`config.mk`:
```
export PLATFORM = sky130hd
export DESIGN_NAME = game_controller
export DESIGN_NICKNAME = d
export VERILOG_FILES = /design/src/rtl/game_controller.sv
export SDC_FILE = /design/constraint.sdc
export NUM_CORES = 1
export LEC_CHECK = 0
export ABC_AREA = 1
export CORE_MARGIN = 1.5
export CORE_UTILIZATION = 50
export CTS_CLUSTER_DIAMETER = 200
export CTS_CLUSTER_SIZE = 40
export DETAILED_ROUTE_END_ITERATION = 12
export PLACE_DENSITY_LB_ADDON = 0.1
export SYNTH_ARGS = -nofsm -noshare
export SYNTH_HDL_FRONTEND = slang
export SYNTH_SLANG_ARGS = --single-unit
export TNS_END_PERCENT = 20
```
`constraint.sdc`:
```
create_clock -name clk -period 2.55 [get_ports clk]
set_input_delay 0.51 -clock clk [delete_from_list [all_inputs] [get_ports clk]]
set_output_delay 0.51 -clock clk [all_outputs]
set_load 0.02 [all_outputs]
```
`src/rtl/game_controller.sv`:
```
// Turn/move sequencer between the cursor/input logic and the chess board datapath.
// It validates origin/destination ownership against board memory and issues one move per turn.
module game_controller #(
  parameter int unsigned READ_LATENCY = 1,
  parameter logic [25:0] DONE_TIMEOUT = 26'd1024
) (
  input  logic       clk,
  input  logic       reset,
  input  logic       start_game,
  input  logic       select,
  input  logic [2:0] cursor_x,
  input  logic [2:0] cursor_y,
  input  logic [3:0] board_piece,
  input  logic       initialize_complete,
  input  logic       move_complete,
  output logic       initialize_board,
  output logic       move_piece,
  output logic [2:0] origin_x,
  output logic [2:0] origin_y,
  output logic [2:0] destination_x,
  output logic [2:0] destination_y,
  output logic [3:0] piece_to_move,
  output logic [2:0] rd_x,
  output logic [2:0] rd_y,
  output logic       current_player,
  output logic       origin_selected,
  output logic       game_over,
  output logic       error,
  output logic [3:0] fsm_state
);

  typedef enum logic [3:0] {
    S_IDLE, S_INIT_REQ, S_INIT_WAIT, S_SEL_ORIGIN, S_RD_ORIGIN,
    S_SEL_DEST, S_RD_DEST, S_MOVE_REQ, S_MOVE_WAIT, S_GAME_OVER
  } state_t;

  localparam logic [25:0] RD_WAIT      = 26'(READ_LATENCY);
  localparam logic [25:0] TIMEOUT_LAST = DONE_TIMEOUT - 26'd1;

  state_t      state, state_next;
  logic [25:0] cnt, cnt_next;
  logic        capture_king, capture_king_next;
  logic [2:0]  origin_x_next, origin_y_next, destination_x_next, destination_y_next;
  logic [2:0]  rd_x_next, rd_y_next;
  logic [3:0]  piece_to_move_next;
  logic        current_player_next, origin_selected_next, game_over_next, error_next;

  function automatic logic is_own(input logic player, input logic [3:0] p);
    is_own = player ? (p >= 4'd1 && p <= 4'd6) : (p >= 4'd7 && p <= 4'd12);
  endfunction

  assign fsm_state        = state;
  assign initialize_board = (state == S_INIT_REQ);
  assign move_piece       = (state == S_MOVE_REQ);

  always_ff @(posedge clk) begin
    if (reset) begin
      state           <= S_IDLE;
      cnt             <= '0;
      capture_king    <= 1'b0;
      origin_x        <= '0;
      origin_y        <= '0;
      destination_x   <= '0;
      destination_y   <= '0;
      piece_to_move   <= '0;
      rd_x            <= '0;
      rd_y            <= '0;
      current_player  <= 1'b0;
      origin_selected <= 1'b0;
      game_over       <= 1'b0;
      error           <= 1'b0;
    end else begin
      state           <= state_next;
      cnt             <= cnt_next;
      capture_king    <= capture_king_next;
      origin_x        <= origin_x_next;
      origin_y        <= origin_y_next;
      destination_x   <= destination_x_next;
      destination_y   <= destination_y_next;
      piece_to_move   <= piece_to_move_next;
      rd_x            <= rd_x_next;
      rd_y            <= rd_y_next;
      current_player  <= current_player_next;
      origin_selected <= origin_selected_next;
      game_over       <= game_over_next;
      error           <= error_next;
    end
  end

  // One counter serves both the read-latency wait and the datapath timeout;
  // it is zeroed on entry to each waiting state and saturates.
  always_comb begin
    state_next           = state;
    cnt_next             = (&cnt) ? cnt : cnt + 26'd1;
    capture_king_next    = capture_king;
    origin_x_next        = origin_x;
    origin_y_next        = origin_y;
    destination_x_next   = destination_x;
    destination_y_next   = destination_y;
    piece_to_move_next   = piece_to_move;
    rd_x_next            = rd_x;
    rd_y_next            = rd_y;
    current_player_next  = current_player;
    origin_selected_next = origin_selected;
    game_over_next       = game_over;
    error_next           = error;
    case (state)
      S_IDLE, S_GAME_OVER: begin
        if (start_game) begin
          error_next           = 1'b0;
          game_over_next       = 1'b0;
          current_player_next  = 1'b0;
          origin_selected_next = 1'b0;
          state_next           = S_INIT_REQ;
        end
      end
      S_INIT_REQ: begin
        cnt_next   = '0;
        state_next = S_INIT_WAIT;
      end
      S_INIT_WAIT: begin
        if (initialize_complete) begin
          state_next = S_SEL_ORIGIN;
        end else if (cnt == TIMEOUT_LAST) begin
          error_next = 1'b1;
          state_next = S_IDLE;
        end
      end
      S_SEL_ORIGIN: begin
        rd_x_next = cursor_x;
        rd_y_next = cursor_y;
        if (select) begin
          origin_x_next = cursor_x;
          origin_y_next = cursor_y;
          cnt_next      = '0;
          state_next    = S_RD_ORIGIN;
        end
      end
      S_RD_ORIGIN: begin
        if (cnt == RD_WAIT) begin
          if (is_own(current_player, board_piece)) begin
            piece_to_move_next   = board_piece;
            origin_selected_next = 1'b1;
            state_next           = S_SEL_DEST;
          end else begin
            state_next = S_SEL_ORIGIN;
          end
        end
      end
      S_SEL_DEST: begin
        rd_x_next = cursor_x;
        rd_y_next = cursor_y;
        if (select) begin
          if (cursor_x == origin_x && cursor_y == origin_y) begin
            origin_selected_next = 1'b0;
            state_next           = S_SEL_ORIGIN;
          end else begin
            destination_x_next = cursor_x;
            destination_y_next = cursor_y;
            cnt_next           = '0;
            state_next         = S_RD_DEST;
          end
        end
      end
      S_RD_DEST: begin
        if (cnt == RD_WAIT) begin
          if (is_own(current_player, board_piece)) begin
            state_next = S_SEL_DEST;
          end else begin
            capture_king_next = (board_piece == 4'd6) || (board_piece == 4'd12);
            state_next        = S_MOVE_REQ;
          end
        end
      end
      S_MOVE_REQ: begin
        cnt_next   = '0;
        state_next = S_MOVE_WAIT;
      end
      S_MOVE_WAIT: begin
        if (move_complete) begin
          origin_selected_next = 1'b0;
          if (capture_king) begin
            game_over_next = 1'b1;
            state_next     = S_GAME_OVER;
          end else begin
            current_player_next = ~current_player;
            state_next          = S_SEL_ORIGIN;
          end
        end else if (cnt == TIMEOUT_LAST) begin
          error_next           = 1'b1;
          origin_selected_next = 1'b0;
          state_next           = S_IDLE;
        end
      end
      default: state_next = S_IDLE;
    endcase
  end

endmodule

```
## After elaboration in Yosys (flattened, before gate mapping)

Cells that the tools add are included.

| word-level totals | value |
|---|---|
| memory bits (read-only) | 0 |
| bits in registers | 57 |
| bits in writable memories | 0 |
| memories kept | 0 |
| word-level logic and storage cells | 108 |
| latch bits | 0 |

| operators by class | value |
|---|---|
| multiply operators | 0 |
| div/mod/pow operators | 0 |
| shifts and indexed selects | 0 |
| muxes and demuxes | 37 |
| add/sub/neg operators | 1 |
| magnitude comparators | 4 |
| equality and inequality tests | 28 |
| bitwise operators | 3 |
| reduce and logical (&&, ||, !) cells | 21 |

Operator list:

| kind | count |
|---|---|
| $mux 26 | 4 |
| $pmux 26 s3 | 1 |
| $mux 4 | 9 |
| $pmux 4 s9 | 1 |
| $add 26x1->26 const B | 1 |
| $eq 26x1->1 const B | 1 |
| $eq 26x10->1 const B | 1 |
| $reduce_and 26->1 | 1 |
| $ne 2x2->1 const B | 12 |
| $eq 4x3->1 const B | 5 |
| $mux 1 | 15 |
| $eq 4x4->1 const B | 3 |
| $reduce_and 4->1 | 3 |
| $reduce_and 3->1 | 3 |
| $eq 4x2->1 const B | 2 |
| $reduce_and 7->1 | 1 |
| $eq 3x3->1 | 2 |
| $mux 3 | 2 |
| $reduce_or 2->1 | 3 |
| $reduce_and 5->1 | 1 |
| $eq 4x1->1 const B | 1 |
| $ge 4x1->1 const B | 1 |
| $ge 4x3->1 const B | 1 |
| $le 4x3->1 const B | 1 |
| other kinds (14) | 19 |

## Depth between registers and ports, before layout

| logic depth | value |
|---|---|
| depth after elaboration | 6 |
| gate-level depth with buffers | 11 |

## Least setup slack after synthesis

Ideal clock, no wire load.

| path | value |
|---|---|
| path type | reg-to-output |
| from | reg state[0] (netlist: fsm_state[0]) |
| to | out move_piece |
| slack | 0.670 ns |
| data arrival time | 1.370 ns |
| required time | 2.040 ns |
| cell stages (with the launch flop) | 3 |
| cell sequence | dfxtp_1 inv_2 nor4_1 |

| on the way | value |
|---|---|
| word-level cells in the longest chain between the ends | 1 |

Ends and longest elaborated chain:

| element | RTL line | source |
|---|---|---|
| start: declaration | 40 | `state_t state, state_next;` |
| start signal: assignment | 73 | `state <= state_next;` |
| $eq 4x3->1 | 54 | `assign move_piece = (state == S_MOVE_REQ);` |
| end: declaration | 17 | `output logic move_piece,` |

Every way passes these cells.

## Worst setup path in the final report

Same ends and word-level chain as after synthesis.

==> results.md <==
- Status: completed
- Hpwl dp: 6270 um
- Final setup violation count: 0
- Post-CTS Setup Bufs: 0
- All-Layer GR Usage: 24.5%
- Multi-input logic area: 1780 um^2
- CTS root buf: clkbuf_8
- Setup Skew: 13.1 ps
- Met1 Usage GRT: 28.3%
- Distinct cell type count after synthesis: 39
- Drt drc: 0
- Max Slew Vio Count: 0
- Placed Cells: 621
- Setup repair after global routing missed its margin: no
- Area growth from synthesis to layout: 23.4%
- Total CTS buffers: 9
- Min setup slack post-route: 161 ps
- Gate Count Post-Synth: 500
- Tcrit/Tclk final: 93.7%
- Async S/R FF share, synth: 0%
- Overflow after GRT: 0
- Commonest non-fill, non-tap cells in the layout: 101 x nand2_1, 71 x inv_1, 70 x nor2_1
- First-pass GRT wire length: 13800 um
- Die area: 7030 um^2
- EDFF count, synth: 0
- Fin nets: 573
- Hold Path Class: register to register
- Crit-path max FO: 6
- Vias in the first global route: 3140
- Reg2reg start: cnt[0]
- Worst hold path depth: 2
- GPL Wtd Cong: 0.974
- Crit-path cells: inv_2 -> nor4_1 -> clkdlybuf4s50_1
- Slowest cell on crit path: clkdlybuf4s50_1
- Setup TNS: 0 ps
- CTS-repair resized insts: 0
- CP arrival: 1880 ps
- Max Freq: 0.419 GHz
- Hold_buf cts: 0
- Routed Antenna Nets: 0
- Post-Layout Cell Count: 637
- Standby leakage power: 1.65 nW
- Wire per inst: 12.9 um
- Crit-path max cell delay: 670 ps
- Largest net degree at the start of global routing: 27
- Antenna cells: 0
- PwrDens: 662 nW/um^2
- CP endpoint kind: primary output
- Initial Util: 51.5%
- Die width: 83.8 um
- Largest buffer count on any clock path: 2
- CTS clk-pin slew, worst paths: 80 ps
- H-tree depth reported by CTS: 3
- Initial DRC count: 210
- FF-to-FF End: cnt[0]
- Number of top-level pins: 48
- CTS sink cnt: 57
- Detailed Routing Iterations Pass 1: 5
- Dominant synthesized flop cell: dfxtp_1
- Final-report hold violation count: 0
- Share of cells above drive strength 1: 10.4%
- Die Height: 83.8 um
- Max_cap viols: 0
- Vias: 3277
- Period minus WS final: 2390 ps
- Mapped cell area: 3270 um^2
- Global route hottest layer: met2
- Worst Hold End: destination_y[0]
- # rows: 29
- IO buf count: 47
- Synthesized area per cell: 6.54 um^2
- Hold_ws: 449 ps
- Setup Slack @ Placement: 277 ps
- Register-to-register setup slack: 570 ps
- Slew at the pin closest to its max-slew limit: 371 ps
- Worst EP required: 2040 ps
- Hold Startpoint: destination_y[0]
- Initial antenna violation count: 0
- Critical path class: register to primary output
- # fillers: 558
- R2R cell count: 10
- Met3 usage: 3.96%
- FF+latch area: 1140 um^2
- Seq/Total Area, Yosys: 34.9%
- DR vias/cell: 5.14
- Critical Path Source: fsm_state[0]
- Worst IR drop on VDD: 429 uV
- Synth Warn #: 0
- Final wirelength: 8190 um
- Core box area: 6350 um^2
- Seq cells post-synth: 57
- CTS tree: yes
- GR Util met2: 43.5%
- Worst skew pair latency: 350 ps
- Slew Limit Headroom: 75.1%
- Most common cell after layout, fill and taps aside: nand2_1
- Startpoint Class: register
- Syn Nets: 518
-- through the flow --
step / util, % / area, um^2 / total power, mW
floorplan: - / 3270 / 1.54
global placement: 60.2 / 3820 / 1.78
detailed placement: 60.2 / 3820 / 1.80
CTS: 63.5 / 4030 / 2.69
global route: 63.5 / 4030 / 2.82
finish: 63.5 / 4030 / 2.67
-- power by group --
part / switching [mW] / internal (mW)
registers: 0.0662 / 0.956
clock network: 0.382 / 0.505
logic: 0.462 / 0.296
total: 0.911 / 1.76
-- final cells by class --
| type | count | share of cell area [%] |
|---|---|---|
| Clock buffer | 12 | 3.85 |
| Clock inverter | 4 | 1.27 |
| Inverter | 83 | 7.73 |
| Multi-Input combinational cell | 353 | 44.0 |
| Sequential cell | 57 | 28.3 |
| Tap cell | 77 | 2.39 |
| Timing Repair Buffer | 51 | 12.4 |
-- cell families (layout without fill, tap and decap cells) --
| group | Yosys count | in the layout | synth area share [%] |
|---|---|---|---|
| AOI/OAI and AO/OA | 90 | 90 | 15.3 |
| DFF | 57 | 57 | 34.9 |
| xor gates and xnor gates | 12 | 12 | 3.22 |
| and+or+nand+nor | 249 | 249 | 35.1 |
| buffers and inverters | 90 | 150 | 10.8 |
| adders and majority gates | 2 | 2 | 0.766 |
-- per-layer routing --
layer	vias to the layer above	share of wire (%)
met3	22	4.1
met1	1449	44
met5	-	0
met4	0	3.0
met2	88	49
li1	1718	-
-- worst max-delay path: cells and delay by family (launching register included) --
family	cells	cell delay [ps]
buffers and inverters	2	770
DFF	1	450
and+or+nand+nor	1	320
-- synthesized netlist by cell type, drive strengths merged, types with 2 or more instances --
library cell	instances	share of area [%]
a21oi	48	8.4
buf	4	0.88
clkbuf	3	0.34
dfxtp	57	35
ha	2	0.77
inv	82	9.4
nand2	105	13
nand3	33	5.6
nand4	14	3.1
nor2	77	9.8
nor3	11	2.0
nor4	4	0.77
o21ai	38	5.9
or2	2	0.38
xnor2	4	1.1
xor2	8	2.1
-- sequential cells by signal, indices dropped and copies added (netlist names) --
register / cells
cnt: 26
fsm_state: 4
piece_to_move: 4
destination_x: 3
destination_y: 3
origin_x: 3
origin_y: 3
rd_x: 3
rd_y: 3
capture_king: 1
current_player: 1
error: 1
game_over: 1
origin_selected: 1
-- worst max-delay path by stage --
stage,to,slack [ps],cells past startpoint
detailed placement,cnt[7],280,11
CTS,move_piece,140,3
floorplan,move_piece,670,2
global route,move_piece,40,3
finish,move_piece,160,3
global placement,cnt[5],300,11
Power figures use the tool's default switching activity.
